## src/rtl/dll_disc_divider_pkg.sv

```systemverilog
// Shared widths, timing constants, FSM encodings and the encoder-position
// helper for the DLL discriminator divider.
package dll_disc_divider_pkg;

  localparam int NUM_W       = 20;  // signed numerator (early - late)
  localparam int DEN_W       = 19;  // unsigned denominator (early + late)
  localparam int Q_W         = 10;  // quotient magnitude bits (Q0.10)
  localparam int RES_W       = 11;  // signed result
  localparam int DS_W        = 12;  // normalised operand width
  localparam int POS_W       = 5;   // priority encoder output width
  localparam int SHIFT_W     = 4;   // normalisation shift, 0..11
  localparam int DIV_ITERS   = 10;  // one quotient bit per iteration
  localparam int ENC_LAT     = 2;   // priority encoder latency in cycles
  localparam int ENC_MIN_POS = 7;
  localparam int ENC_MAX_POS = 18;
  localparam int WAIT_W      = (ENC_LAT > 1) ? $clog2(ENC_LAT) : 1;

  localparam logic [2:0] ST_IDLE     = 3'd0;
  localparam logic [2:0] ST_ENC_WAIT = 3'd1;
  localparam logic [2:0] ST_NORM     = 3'd2;
  localparam logic [2:0] ST_DIV      = 3'd3;
  localparam logic [2:0] ST_DONE     = 3'd4;

  // Clamp the encoder position into the usable window and turn it into
  // the right-shift that brings den into 12 bits.
  function automatic logic [SHIFT_W-1:0] pos_to_shift(input logic [POS_W-1:0] pos);
    logic [POS_W-1:0] clamped;
    if (pos < POS_W'(ENC_MIN_POS))
      clamped = POS_W'(ENC_MIN_POS);
    else if (pos > POS_W'(ENC_MAX_POS))
      clamped = POS_W'(ENC_MAX_POS);
    else
      clamped = pos;
    return SHIFT_W'(clamped - POS_W'(ENC_MIN_POS));
  endfunction

endpackage

```

## src/rtl/dll_disc_divider.sv

```systemverilog
// DLL discriminator divider: result = num/den in Q0.10, using an external
// priority encoder position to normalise both operands to 12 bits, then a
// 10-cycle restoring divider. Fixed latency: done 14 cycles after start.
module dll_disc_divider
  import dll_disc_divider_pkg::*;
(
  input  logic             clk,
  input  logic             reset,
  input  logic             start,
  input  logic [NUM_W-1:0] num,
  input  logic [DEN_W-1:0] den,
  input  logic [POS_W-1:0] enc_pos,
  output logic             busy,
  output logic             done,
  output logic [RES_W-1:0] result
);

  localparam logic [WAIT_W-1:0] WAIT_LAST = WAIT_W'(ENC_LAT - 1);
  localparam logic [3:0]        ITER_LAST = 4'(DIV_ITERS - 1);

  logic [2:0]         state_reg;
  logic [NUM_W-1:0]   num_reg;
  logic [DEN_W-1:0]   den_reg;
  logic [WAIT_W-1:0]  wait_cnt_reg;
  logic [SHIFT_W-1:0] shift_reg;
  logic [DS_W-1:0]    den_s_reg;
  logic [DS_W-1:0]    rem_reg;
  // Only the low 9 quotient bits need storing; the 10th comes straight
  // from the final iteration into the result.
  logic [Q_W-2:0]     quo_reg;
  logic [3:0]         iter_cnt_reg;
  logic               neg_reg;
  logic               zero_reg;
  logic [RES_W-1:0]   result_reg;

  logic [NUM_W-1:0]   mag_full;
  logic [NUM_W-1:0]   mag_shifted;
  logic [DS_W-1:0]    den_s_c;
  logic [DS_W-1:0]    mag_s_c;
  logic [DS_W:0]      rem_dbl;
  logic [DS_W:0]      rem_sub;
  logic               q_bit;
  logic [DS_W-1:0]    rem_c;
  logic [Q_W-1:0]     quo_c;
  logic [RES_W-1:0]   res_c;

  // Normalisation: shift |num| and den by the same amount, then clamp the
  // magnitude so the quotient never exceeds one (mag==den yields 1023).
  always_comb begin
    mag_full    = num_reg[NUM_W-1] ? (~num_reg + 1'b1) : num_reg;
    mag_shifted = mag_full >> shift_reg;
    den_s_c     = DS_W'(den_reg >> shift_reg);
    if (mag_shifted > NUM_W'(den_s_c))
      mag_s_c = den_s_c;
    else
      mag_s_c = mag_shifted[DS_W-1:0];
  end

  // One restoring-division step; with rem <= den the all-ones quotient is
  // the natural ceiling, which doubles as saturation of 1024 to 1023.
  always_comb begin
    rem_dbl = {rem_reg, 1'b0};
    rem_sub = rem_dbl - {1'b0, den_s_reg};
    q_bit   = (rem_dbl >= {1'b0, den_s_reg});
    rem_c   = DS_W'(q_bit ? rem_sub : rem_dbl);
    quo_c   = {quo_reg, q_bit};
    res_c   = neg_reg ? (~{1'b0, quo_c} + 1'b1) : {1'b0, quo_c};
  end

  // Control FSM and datapath registers.
  always_ff @(posedge clk or posedge reset) begin
    if (reset) begin
      state_reg    <= ST_IDLE;
      num_reg      <= '0;
      den_reg      <= '0;
      wait_cnt_reg <= '0;
      shift_reg    <= '0;
      den_s_reg    <= '0;
      rem_reg      <= '0;
      quo_reg      <= '0;
      iter_cnt_reg <= '0;
      neg_reg      <= 1'b0;
      zero_reg     <= 1'b0;
      result_reg   <= '0;
    end else begin
      case (state_reg)
        ST_IDLE: begin
          if (start) begin
            num_reg      <= num;
            den_reg      <= den;
            wait_cnt_reg <= '0;
            state_reg    <= ST_ENC_WAIT;
          end
        end
        ST_ENC_WAIT: begin
          if (wait_cnt_reg == WAIT_LAST) begin
            shift_reg <= pos_to_shift(enc_pos);
            state_reg <= ST_NORM;
          end else begin
            wait_cnt_reg <= wait_cnt_reg + 1'b1;
          end
        end
        ST_NORM: begin
          den_s_reg    <= den_s_c;
          rem_reg      <= mag_s_c;
          quo_reg      <= '0;
          iter_cnt_reg <= '0;
          neg_reg      <= num_reg[NUM_W-1];
          zero_reg     <= (den_s_c == '0);
          state_reg    <= ST_DIV;
        end
        ST_DIV: begin
          rem_reg      <= rem_c;
          quo_reg      <= quo_c[Q_W-2:0];
          iter_cnt_reg <= iter_cnt_reg + 1'b1;
          if (iter_cnt_reg == ITER_LAST) begin
            result_reg <= zero_reg ? '0 : res_c;
            state_reg  <= ST_DONE;
          end
        end
        ST_DONE: state_reg <= ST_IDLE;
        default: state_reg <= ST_IDLE;
      endcase
    end
  end

  assign busy   = (state_reg != ST_IDLE);
  assign done   = (state_reg == ST_DONE);
  assign result = result_reg;

endmodule

```

## config.mk

```make
export PLATFORM = sky130hd
export DESIGN_NAME = dll_disc_divider
export DESIGN_NICKNAME = d
export VERILOG_FILES = /design/src/rtl/dll_disc_divider_pkg.sv /design/src/rtl/dll_disc_divider.sv
export SDC_FILE = /design/constraint.sdc
export NUM_CORES = 1
export LEC_CHECK = 0
export BUFFER_PORTS_ARGS = -buffer_cell sky130_fd_sc_hd__buf_2
export CAP_MARGIN = 20
export CORE_AREA = 2 2 166 128
export DETAILED_ROUTE_END_ITERATION = 8
export DIE_AREA = 0 0 168 130
export GPL_ROUTABILITY_DRIVEN = 0
export HOLD_SLACK_MARGIN = 0.12
export PLACE_DENSITY = 0.6
export SKIP_CTS_REPAIR_TIMING = 1
export SYNTH_ARGS = -nofsm -noshare
export SYNTH_HDL_FRONTEND = slang
export SYNTH_SLANG_ARGS = --single-unit
```

## constraint.sdc

```tcl
create_clock -name clk -period 4.35 [get_ports clk]
set_clock_uncertainty 0.05 [all_clocks]
set_input_delay 0.87 -clock clk [delete_from_list [all_inputs] [get_ports clk]]
set_output_delay 0.87 -clock clk [all_outputs]
set_load 0.01 [all_outputs]
```

## After elaboration in Yosys (flattened, before gate mapping)

Index checks and enable logic that the tools add are counted.

| storage, ports and cells | value |
|---|---|
| flip-flop bits (word level) | 97 |
| output and inout port bits | 13 |
| logic and storage cells | 63 |

| cells by class | value |
|---|---|
| add/sub/neg operators | 6 |
| $lt $le $gt $ge | 4 |
| equality and inequality tests | 8 |
| shifts and indexed selects | 2 |
| mux-type cells | 19 |
| bitwise operators | 2 |
| reductions and logical operators | 10 |

Operators by type and width:

| kind | count |
|---|---|
| $mux 12 | 2 |
| $pmux 12 s2 | 1 |
| $mux 11 | 2 |
| $add 20x1->20 const B | 1 |
| $gt 20x12->1 | 1 |
| $mux 20 | 1 |
| $not 20->20 | 1 |
| $shr 20x4->20 | 1 |
| $shr 19x4->12 | 1 |
| $pmux 9 s2 | 1 |
| $mux 4 | 4 |
| $ge 13x12->1 | 1 |
| $logic_not 12->1 | 1 |
| $pmux 3 s4 | 1 |
| $sub 12x12->12 | 1 |
| $add 11x1->11 const B | 1 |
| $not 10->11 | 1 |
| $mux 3 | 3 |
| $pmux 4 s2 | 1 |
| $reduce_and 2->1 | 4 |
| $eq 3x2->1 const B | 2 |
| $ne 2x2->1 const B | 3 |
| $gt 5x5->1 const B | 1 |
| $lt 5x3->1 const B | 1 |
| other kinds (12) | 14 |

## Depth between registers and ports, before layout

Gate-level depths: netlist of run 1.

| depth | value |
|---|---|
| word-level depth | 7 |
| depth in mapped cells | 21 |
| gate-level depth less buffers | 20 |

## Worst setup path before layout of run 1

OpenSTA, ideal clock, no wires.

| path | value |
|---|---|
| path kind | register to register |
| start point | reg num_reg[5] |
| end point | reg rem_reg[3] |
| setup time | 0.087 ns |
| arrival time | 4.448 ns |
| slack | -0.235 ns |
| stages on the path, launching flop included | 19 |
| period minus slack after synthesis | 4.585 ns |
| path through | dfrtp_1 -> buf_6 -> or4_4 -> buf_6 -> o41ai_4 -> mux2i_1 -> o211ai_2 -> mux4_2 -> mux2_2 -> ha_1 -> a21o_1 -> nand3_1 -> a21oi_1 -> o31a_1 -> inv_1 -> o221a_2 -> a22oi_4 -> or4b_1 -> o211ai_1 |

| between the ends | value |
|---|---|
| cells in the longest elaborated chain, start to end | 7 |

Ends and longest elaborated chain:

| what | RTL line | RTL |
|---|---|---|
| from (decl) | dll_disc_divider.sv:22 | `logic [NUM_W-1:0] num_reg;` |
| from (signal assigned) | dll_disc_divider.sv:89 | `num_reg <= num;` |
| $not 20->20 | dll_disc_divider.sv:50 | `mag_full = num_reg[NUM_W-1] ? (~num_reg + 1'b1) : num_reg;` |
| $add 20x1->20 | dll_disc_divider.sv:50 |  |
| $mux 20 * | dll_disc_divider.sv:50 |  |
| $shr 20x4->20 * | dll_disc_divider.sv:51 | `mag_shifted = mag_full >> shift_reg;` |
| $gt 20x12->1 | dll_disc_divider.sv:53 | `if (mag_shifted > NUM_W'(den_s_c))` |
| $mux 12 * | dll_disc_divider.sv:53 |  |
| $pmux 12 s2 * | dll_disc_divider.sv:86 | `case (state_reg)` |
| to (signal assigned) | dll_disc_divider.sv:105 | `rem_reg <= mag_s_c;` |
| to (signal assigned) | dll_disc_divider.sv:113 | `rem_reg <= rem_c;` |
| to (decl) | dll_disc_divider.sv:27 | `logic [DS_W-1:0] rem_reg;` |

Every way passes the cells marked *; elsewhere a longest branch is shown, timed or not.
A chain may end at the register's enable or synchronous reset.

## Worst setup path after layout of run 1

| path | value |
|---|---|
| start point | reg num_reg[4] |
| end point | reg rem_reg[3] |

The elaborated chain is that of the path after synthesis.

==> results of run 1 <==
final cells by class:
class	instances	area, µm²	share of cell area
multi-input combinational	681	5174	0.5365
clock buffer	9	225.2	0.02336
clock inverter	7	70.07	0.007266
timing repair buffer	182	1246	0.1292
inverter	44	167.7	0.01739
sequential	97	2430	0.2520
tap	264	330.3	0.03425
kinds of logic after synthesis:
group                    after synthesis  synth area share
AND/OR/NAND/NOR                      293            0.1843
AO/OA/AOI/OAI                        222            0.1912
buffers and inverters                109           0.07575
multiplexers                         101            0.1576
flip-flops                            97            0.3055
XOR/XNOR                              34           0.03748
adder cells (fa/ha/maj)               30           0.04819
tightest hold or removal path, delay by kind of cell, from the launching register on:
kind / cells / cell delay [ns]
AOI/OAI and AO/OA: 1 / 0.06
DFF: 1 / 0.34
and+or+nand+nor: 1 / 0.04
synth_stat cells, types with 20 or more instances:
library cell | n | area [µm²]
mux2i_1 | 37 | 370.4
inv_1 | 42 | 157.7
nor2_1 | 43 | 161.4
mux2_2 | 48 | 540.5
clkbuf_1 | 34 | 127.6
dfrtp_1 | 97 | 2427
nand2_1 | 112 | 420.4
a21oi_1 | 48 | 240.2
ha_1 | 29 | 362.9
o21ai_0 | 57 | 285.3
nor3_1 | 20 | 100.1
nand3_1 | 31 | 155.2
worst paths after layout:
| check | from | end | slack (ns) | depth (start not counted) |
|---|---|---|---|---|
| setup / recovery | num_reg[4] | rem_reg[3] | -0.26 | 18 |
| hold / removal | result[0] | result[0] | 0.43 | 2 |
| setup reg to reg | num_reg[4] | rem_reg[3] | -0.26 | 18 |
| hold reg to reg | result[0] | result[0] | 0.43 | 2 |
| max in group asynchronous | reset | den_reg[1] | 2.86 | 3 |
| min in group asynchronous | reset | num_reg[18] | 0.57 | 2 |
per-stage QoR:
stage	instance area (µm²)	hold slack, ns	cells	setup WS [ns]
after floorplan	7984	0.3998	886	-0.1160
after global placement	8945	0.4137	1246	-0.2497
after detailed placement	8945	0.4156	1246	-0.3057
after CTS	9240	0.4324	1262	-0.3821
after global routing	9643	0.4585	1284	-0.4076
final	9643	0.4276	1284	-0.2583
metal layers:
layer,GRT usage,share of wire
met2,0.2863,0.41
met4,0.04757,0.011
met5,0,0
met3,0.04853,0.078
met1,0.3036,0.50
==> flow_results.org, run 1 <==
** Run status
- Outcome :: finished, violations left
- Violated checks :: setup timing

** Final layout
- For this run, the post-layout net count is 1092.
- In the layout the commonest cells are buf_4 (118), nand2_1 (112), dfrtp_1 (95).
- Fill cells in the final layout number 1931.
- Share of the core filled with cells :: 0.4720
- Flip-flop count of the largest register, all copies and words added :: 20
- Relative to the synthesized area, the layout overhead comes to 21.37%.
- Of the cells placed in the final design, the portion with a size suffix greater than 1 is 0.3235.
- Antenna cells :: 0
- Leaving out fill and tap cells, the most frequent cell in the layout is buf_4.

** Drt
- Total wirelength of the detailed-routed design :: ~22000 µm
- Detailed-route DRC error count :: 0
- Post-detailed-route wirelength per cell :: ~17 µm
- Post-detailed-route via-to-cell ratio :: approximately 5.7
- Iteration-0 DRC Markers :: between 600 and 700
- The pre-antenna-repair detailed-routing pass consisted of 5 iterations.
- DRT antenna net count :: 0
- Via count :: 7266

** Floorplanning
- Horizontal die dimension :: between 150 and 200 µm
- Core Region :: between 20000 and 25000 µm²
- The floorplan step defined a die boundary enclosing between 20000 and 25000 µm².
- Starting density of the core :: 0.3889
- The die is between 100 and 150 µm tall.
- Pin placement for this block handled 60 I/O pins.
- Count of standard-cell rows :: 46

** Clock tree
- The tree is rooted in a clkbuf_16.
- TritonCTS built the clock tree.
- Buffers inserted during clock tree synthesis total 9.
- Clock-pin slew was measured on the worst setup and hold paths at 0.07 ns.
- The clock drives between 90 and 100 sinks.
- Source-to-sink clock delay at the later pin of the worst-skew pair :: ~0.36 ns
- The H-tree generated during clock tree synthesis spans 3 levels.
- Maximum root-to-sink buffer count :: 2

** Global route
- In the global route stage, overall resource usage came out at 0.2008.
- The initial antenna violation count is 0.
- Remaining global-route overflow :: 0
- Global-route wire length before repair :: between 30000 and 40000 µm
- Entering global routing, the biggest net connects 57 pins.
- Via count of the first global-routing pass :: ~6600

** Timing
- Setup violations remaining at the end of the flow were counted as 12.
- Adding up every negative setup slack in the final design gives -1.900 ns.
- Final max-slew violation count :: 0
- Final Hold Viols :: 0
- Setup repair after global routing could not meet its margin everywhere.
- Derived from the worst setup path, the maximum achievable clock frequency is around 220 MHz.
- Min cycle time layout :: approximately 4.6 ns
- Post-route fraction of the period consumed by the critical path :: 1.059
- At the pin with the least slew margin, the transition time is 0.9288 ns.
- Final worst setup slack :: -0.2583 ns
- The worst pin sits at a relative slew slack of 0.3808.

** Logic synthesis
- Yosys mapped the design onto 89 distinct sky130hd cell types.
- Synthesis Warnings :: 0
- Synthesis handed over a netlist of ~890 instances.
- In the synthesized netlist the dominant register cell turns out to be dfrtp_1.
- Mean area per synthesized cell :: approximately 9.0 µm²
- In the synthesized netlist the async set-or-reset flop fraction comes to 1.000.
- Post-synthesis instance area :: 7945 µm²
- Net count after synthesis :: slightly below 1000
- In this run, synthesis produced a sequential element count of 97.
- Seq/Total Area, Yosys :: 0.3055
- Yosys mapped a number of flops with a built-in enable equal to 0.

** Worst setup path
- Worst endpoint data arrival time :: ~4.8 ns
- Together, buffers and inverters on the worst path number 3.
- Largest stage delay on the critical path :: roughly 0.55 ns
- The signal on the critical path passes through buf_4, nor4_4, nand3_2, buf_4, o21ai_0, xor2_1, mux4_2, mux2i_4, a221o_1, ha_4, a21oi_1, a211oi_2, o31a_1, inv_2, o221a_4, a22oi_2, or4b_1, o211ai_1.
- Critical-path maximum fanout :: 6
- Among all stages on the critical path, the largest delay is contributed by mux4_2.
- Cell type group with the largest total delay on the critical path :: compound AO/OA/AOI/OAI gates
- In this design, the critical path's most frequently occurring cell is buf_4.
- Category of the critical setup timing path :: reg -> reg
- Critical path capture point type :: flop
- At the worst endpoint, the required time is about 4.6 ns.
- Setup crit start kind :: flop

** Hold path
- The tightest min-delay check is of the reg -> reg type.

** Place
- Port buffering added slightly below 60 buffers.
- Dpl hpwl :: roughly 17000 µm

** Flow run
- The tool flagged a number of max-cap violations equal to 0.
Power of run 1 is not shown: default switching activity piles up to over one toggle a cycle in this logic, so the estimate is an artifact.
==> run 2: changes to the inputs <==
--- a/config.mk
+++ b/config.mk
@@ -12,7 +12,8 @@
 export DIE_AREA = 0 0 168 130
 export GPL_ROUTABILITY_DRIVEN = 0
 export HOLD_SLACK_MARGIN = 0.12
-export PLACE_DENSITY = 0.6
+export PLACE_DENSITY = 0.58
+export RECOVER_POWER = 100
 export SKIP_CTS_REPAIR_TIMING = 1
 export SYNTH_ARGS = -nofsm -noshare
 export SYNTH_HDL_FRONTEND = slang
==> run 2 against run 1 <==
  * The run ends with capacitance limit, slew limit, setup timing left
  * Clock-buffer cell count is the same
  * Register-to-register slack lost 0.08 ns
  * Non-clock buffer count shrank 4
  * Hold slack lost 0.0021 ns
  * Utilization grew 0.073 points
  * Flip-flop and latch count is the same
  * Setup slack lost 0.082 ns
  * Critical path type unchanged
  * Highest routed layer unchanged
  * Cell area grew 0.16%
  * First-iteration DRC count grew 2.9%
==> flow_results.org, run 2 (synthesis results as in run 1) <==
** Run status
- The run finished, with violations left.
- The final reports fail on capacitance limit, slew limit, setup timing.

** Floorplanning
- Count of standard-cell rows :: 46 (unchanged)
- The starting utilization of the core area came to 0.3889 (unchanged).
- Die Outline Area :: 21840 µm² (unchanged)
- The overall die height was 130 µm (unchanged).
- The number of primary I/O pins is 60 (unchanged).
- The placeable core region came to 20430 µm² (unchanged).
- The width of the die is 168 µm (unchanged).

** Timing
- The period utilization came to 1.078 (+0.01881).
- The minimum clock period after layout came to 4.690 ns (+0.08184 ns).
- The highest clock frequency the design can meet came to 213.2 MHz (-1.7%).
- Setup Viol. Count Final :: 12 (unchanged)
- The measured slew at the worst slew-check pin was 2.350 ns (+1.422 ns).
- Unrepaired setup endpoints after global routing :: true
- The relative slew slack is -0.5756 (-0.9564).
- The final max-slew violation count is 52 (+52).
- Final Hold Viols :: 0 (unchanged)
- The final worst setup slack is -0.3402 ns (-0.08184 ns).

** Drt
- Post-detailed-route wirelength per cell :: 17.63 µm (+1.8%)
- The detailed-router iteration count before antenna repair is 5 (unchanged).
- The residual DRC count is 0 (unchanged).
- Post-detailed-route via-to-cell ratio :: 5.712 (+0.94%)
- Met2 routed WL :: 9205 µm (+0.49%)
- The routed wire length is 22590 µm (+1.5%).
- Total length of routed met3 wires :: 1383 µm (-20%)
- Via count :: 7317 (+0.70%)
- After detailed routing, no signal wire sits above met4.
- The number of DRC markers in iteration 0 is 668 (+2.9%).
- The number of routed nets with antenna violations is 0 (unchanged).
- Met1 wire length :: 11640 µm (+4.8%)

** Worst setup path
- The most critical setup path has its startpoint at num_reg[5].
- The slowest stage of the critical path belongs to the cell or4_4.
- The worst register-to-register path begins at num_reg[5].
- Setup crit start kind :: flop
- Largest stage delay on the critical path :: 0.63 ns (+0.08 ns)
- The arrival time at the worst endpoint came to 4.92 ns (+0.09 ns).
- The critical path goes through or4_4, o31ai_4, buf_4, xor2_2, or3_2, o31ai_2, a311o_1, mux2_4, ha_1, nand4_1, or3_1, o31a_1, inv_2, o221a_4, a22oi_2, or4b_1, o211ai_1.
- Critical-path maximum fanout :: 5 (-1)
- The worst setup path is captured at a flop.
- Cell type group with the largest total delay on the critical path :: simple AND/OR/NAND/NOR gates
- The flop-to-flop setup slack is -0.34 ns (-0.08 ns).
- The number of buffer and inverter stages on the critical path was 2 (-1).
- The critical path is of the reg -> reg type.
- The required time reported for the critical path endpoint was 4.58 ns (about the same).

** Hold path
- Worst min-delay path startpoint :: result[8]
- Path type of the worst min-delay path :: reg -> reg

** Clock tree
- The clock sink count came to 97 (unchanged).
- TritonCTS built the clock tree.
- H-tree depth :: 3 (unchanged)
- Maximum root-to-sink buffer count :: 2 (unchanged)
- In this run the clock root is driven by a clkbuf_16.
- Clk slew on worst S/H paths :: 0.08 ns (about the same)
- The number of clock buffers inserted by TritonCTS was 9 (unchanged).
- Source-to-sink clock delay at the later pin of the worst-skew pair :: 0.36 ns (about the same)

** Place
- The number of buffer cells added on primary ports is 59 (unchanged).
- Dpl hpwl :: 16690 µm (+0.89%)
- Placed instance area :: 9007 µm² (+0.70%)

** Final layout
- The fraction of layout instances using a drive strength above 1 is 0.3235 (about the same).
- Net count reported at finish :: 1089 (-0.27%)
- The final instance area was 9658 µm² (+0.16%).
- Flip-flop count of the largest register, all copies and words added :: 20 (unchanged)
- In the layout the commonest cells are buf_4 (113), nand2_1 (112), dfrtp_1 (95).
- Area of combinational cells with multiple inputs :: 5185 µm² (+0.22%)
- The number of antenna diodes was 0 (unchanged).
- Signed area change from the synthesized netlist to the final layout :: 21.56%
- The number of filler instances in the final layout is 1986 (+2.8%).
- Most common library cell in the layout ignoring fill and taps :: buf_4
- Reg area :: 2430 µm² (unchanged)

** Global route
- The number of global-route vias before repair was 6624 (+1.0%).
- The first-pass GRT wire length is 35560 µm (+1.7%).
- Remaining global-route overflow :: 0 (unchanged)
- The initial antenna violation count came to 0 (unchanged).
- The global-route total usage across every layer is 0.2047 (+0.003935).
- Pin count of the biggest net entering global routing :: 52 (-8.8%)

** Flow run
- The max-capacitance violation count was 1 (+1).
## run 2: cell count changes in the layout (fill, tap and decap cells not counted), sizes merged
| cell | before | now |
|---|---|---|
| buf | 182 | 178 |
| clkinvlp | 0 | 1 |
| inv | 48 | 45 |
| bufinv | 0 | 1 |
| or4 | 5 | 6 |
| clkinv | 3 | 4 |
## run 2: metal layers
| metal | up-vias | global-route usage |
|---|---|---|
| met3 | 28 | 0.03852 |
| met4 | 0 | 0.04757 |
| met2 | 230 | 0.2895 |
| met1 | 3551 | 0.3187 |
| met5 | - | 0 |
| li1 | 3508 | - |
## run 2: tightest hold or removal path, delay by kind of cell (launching register included)
family           cells  cell delay, ns
flip-flops           1            0.34
AO/OA/AOI/OAI        1            0.06
AND/OR/NAND/NOR      1            0.05
## run 2: stage by stage
step	TNS, ns	util	setup slack, ns	hold slack (ns)	std cells
after global routing	-4.583	0.4727	-0.4607	0.4626	1281
final	-3.149	0.4727	-0.3402	0.4255	1281
after detailed placement	-2.740	0.4408	-0.3135	0.4148	1251
after floorplan	-0.3895	-	-0.1160	0.3998	886
after CTS	-3.174	0.4560	-0.3602	0.4325	1267
after global placement	-2.288	0.4408	-0.2692	0.4119	1251
## run 2: final timing paths
path / cells past startpoint / endpoint
worst max-delay path: 17 / rem_reg[3]
worst min-delay path: 2 / result[8]
worst max register to register: 17 / rem_reg[3]
worst min register to register: 2 / result[8]
max in group asynchronous: 2 / shift_reg[0]
min in group asynchronous: 2 / den_s_reg[5]
## run 2: final cells by class
cell class                      instances  area share
Multi-Input combinational cell        682      0.5369
Sequential cell                        97      0.2516
Timing Repair Buffer                  178      0.1281
Tap cell                              264     0.03420
Clock buffer                            9     0.02332
Inverter                               44     0.01723
Clock inverter                          7    0.008680
Power of run 2 is left out for the same reason.
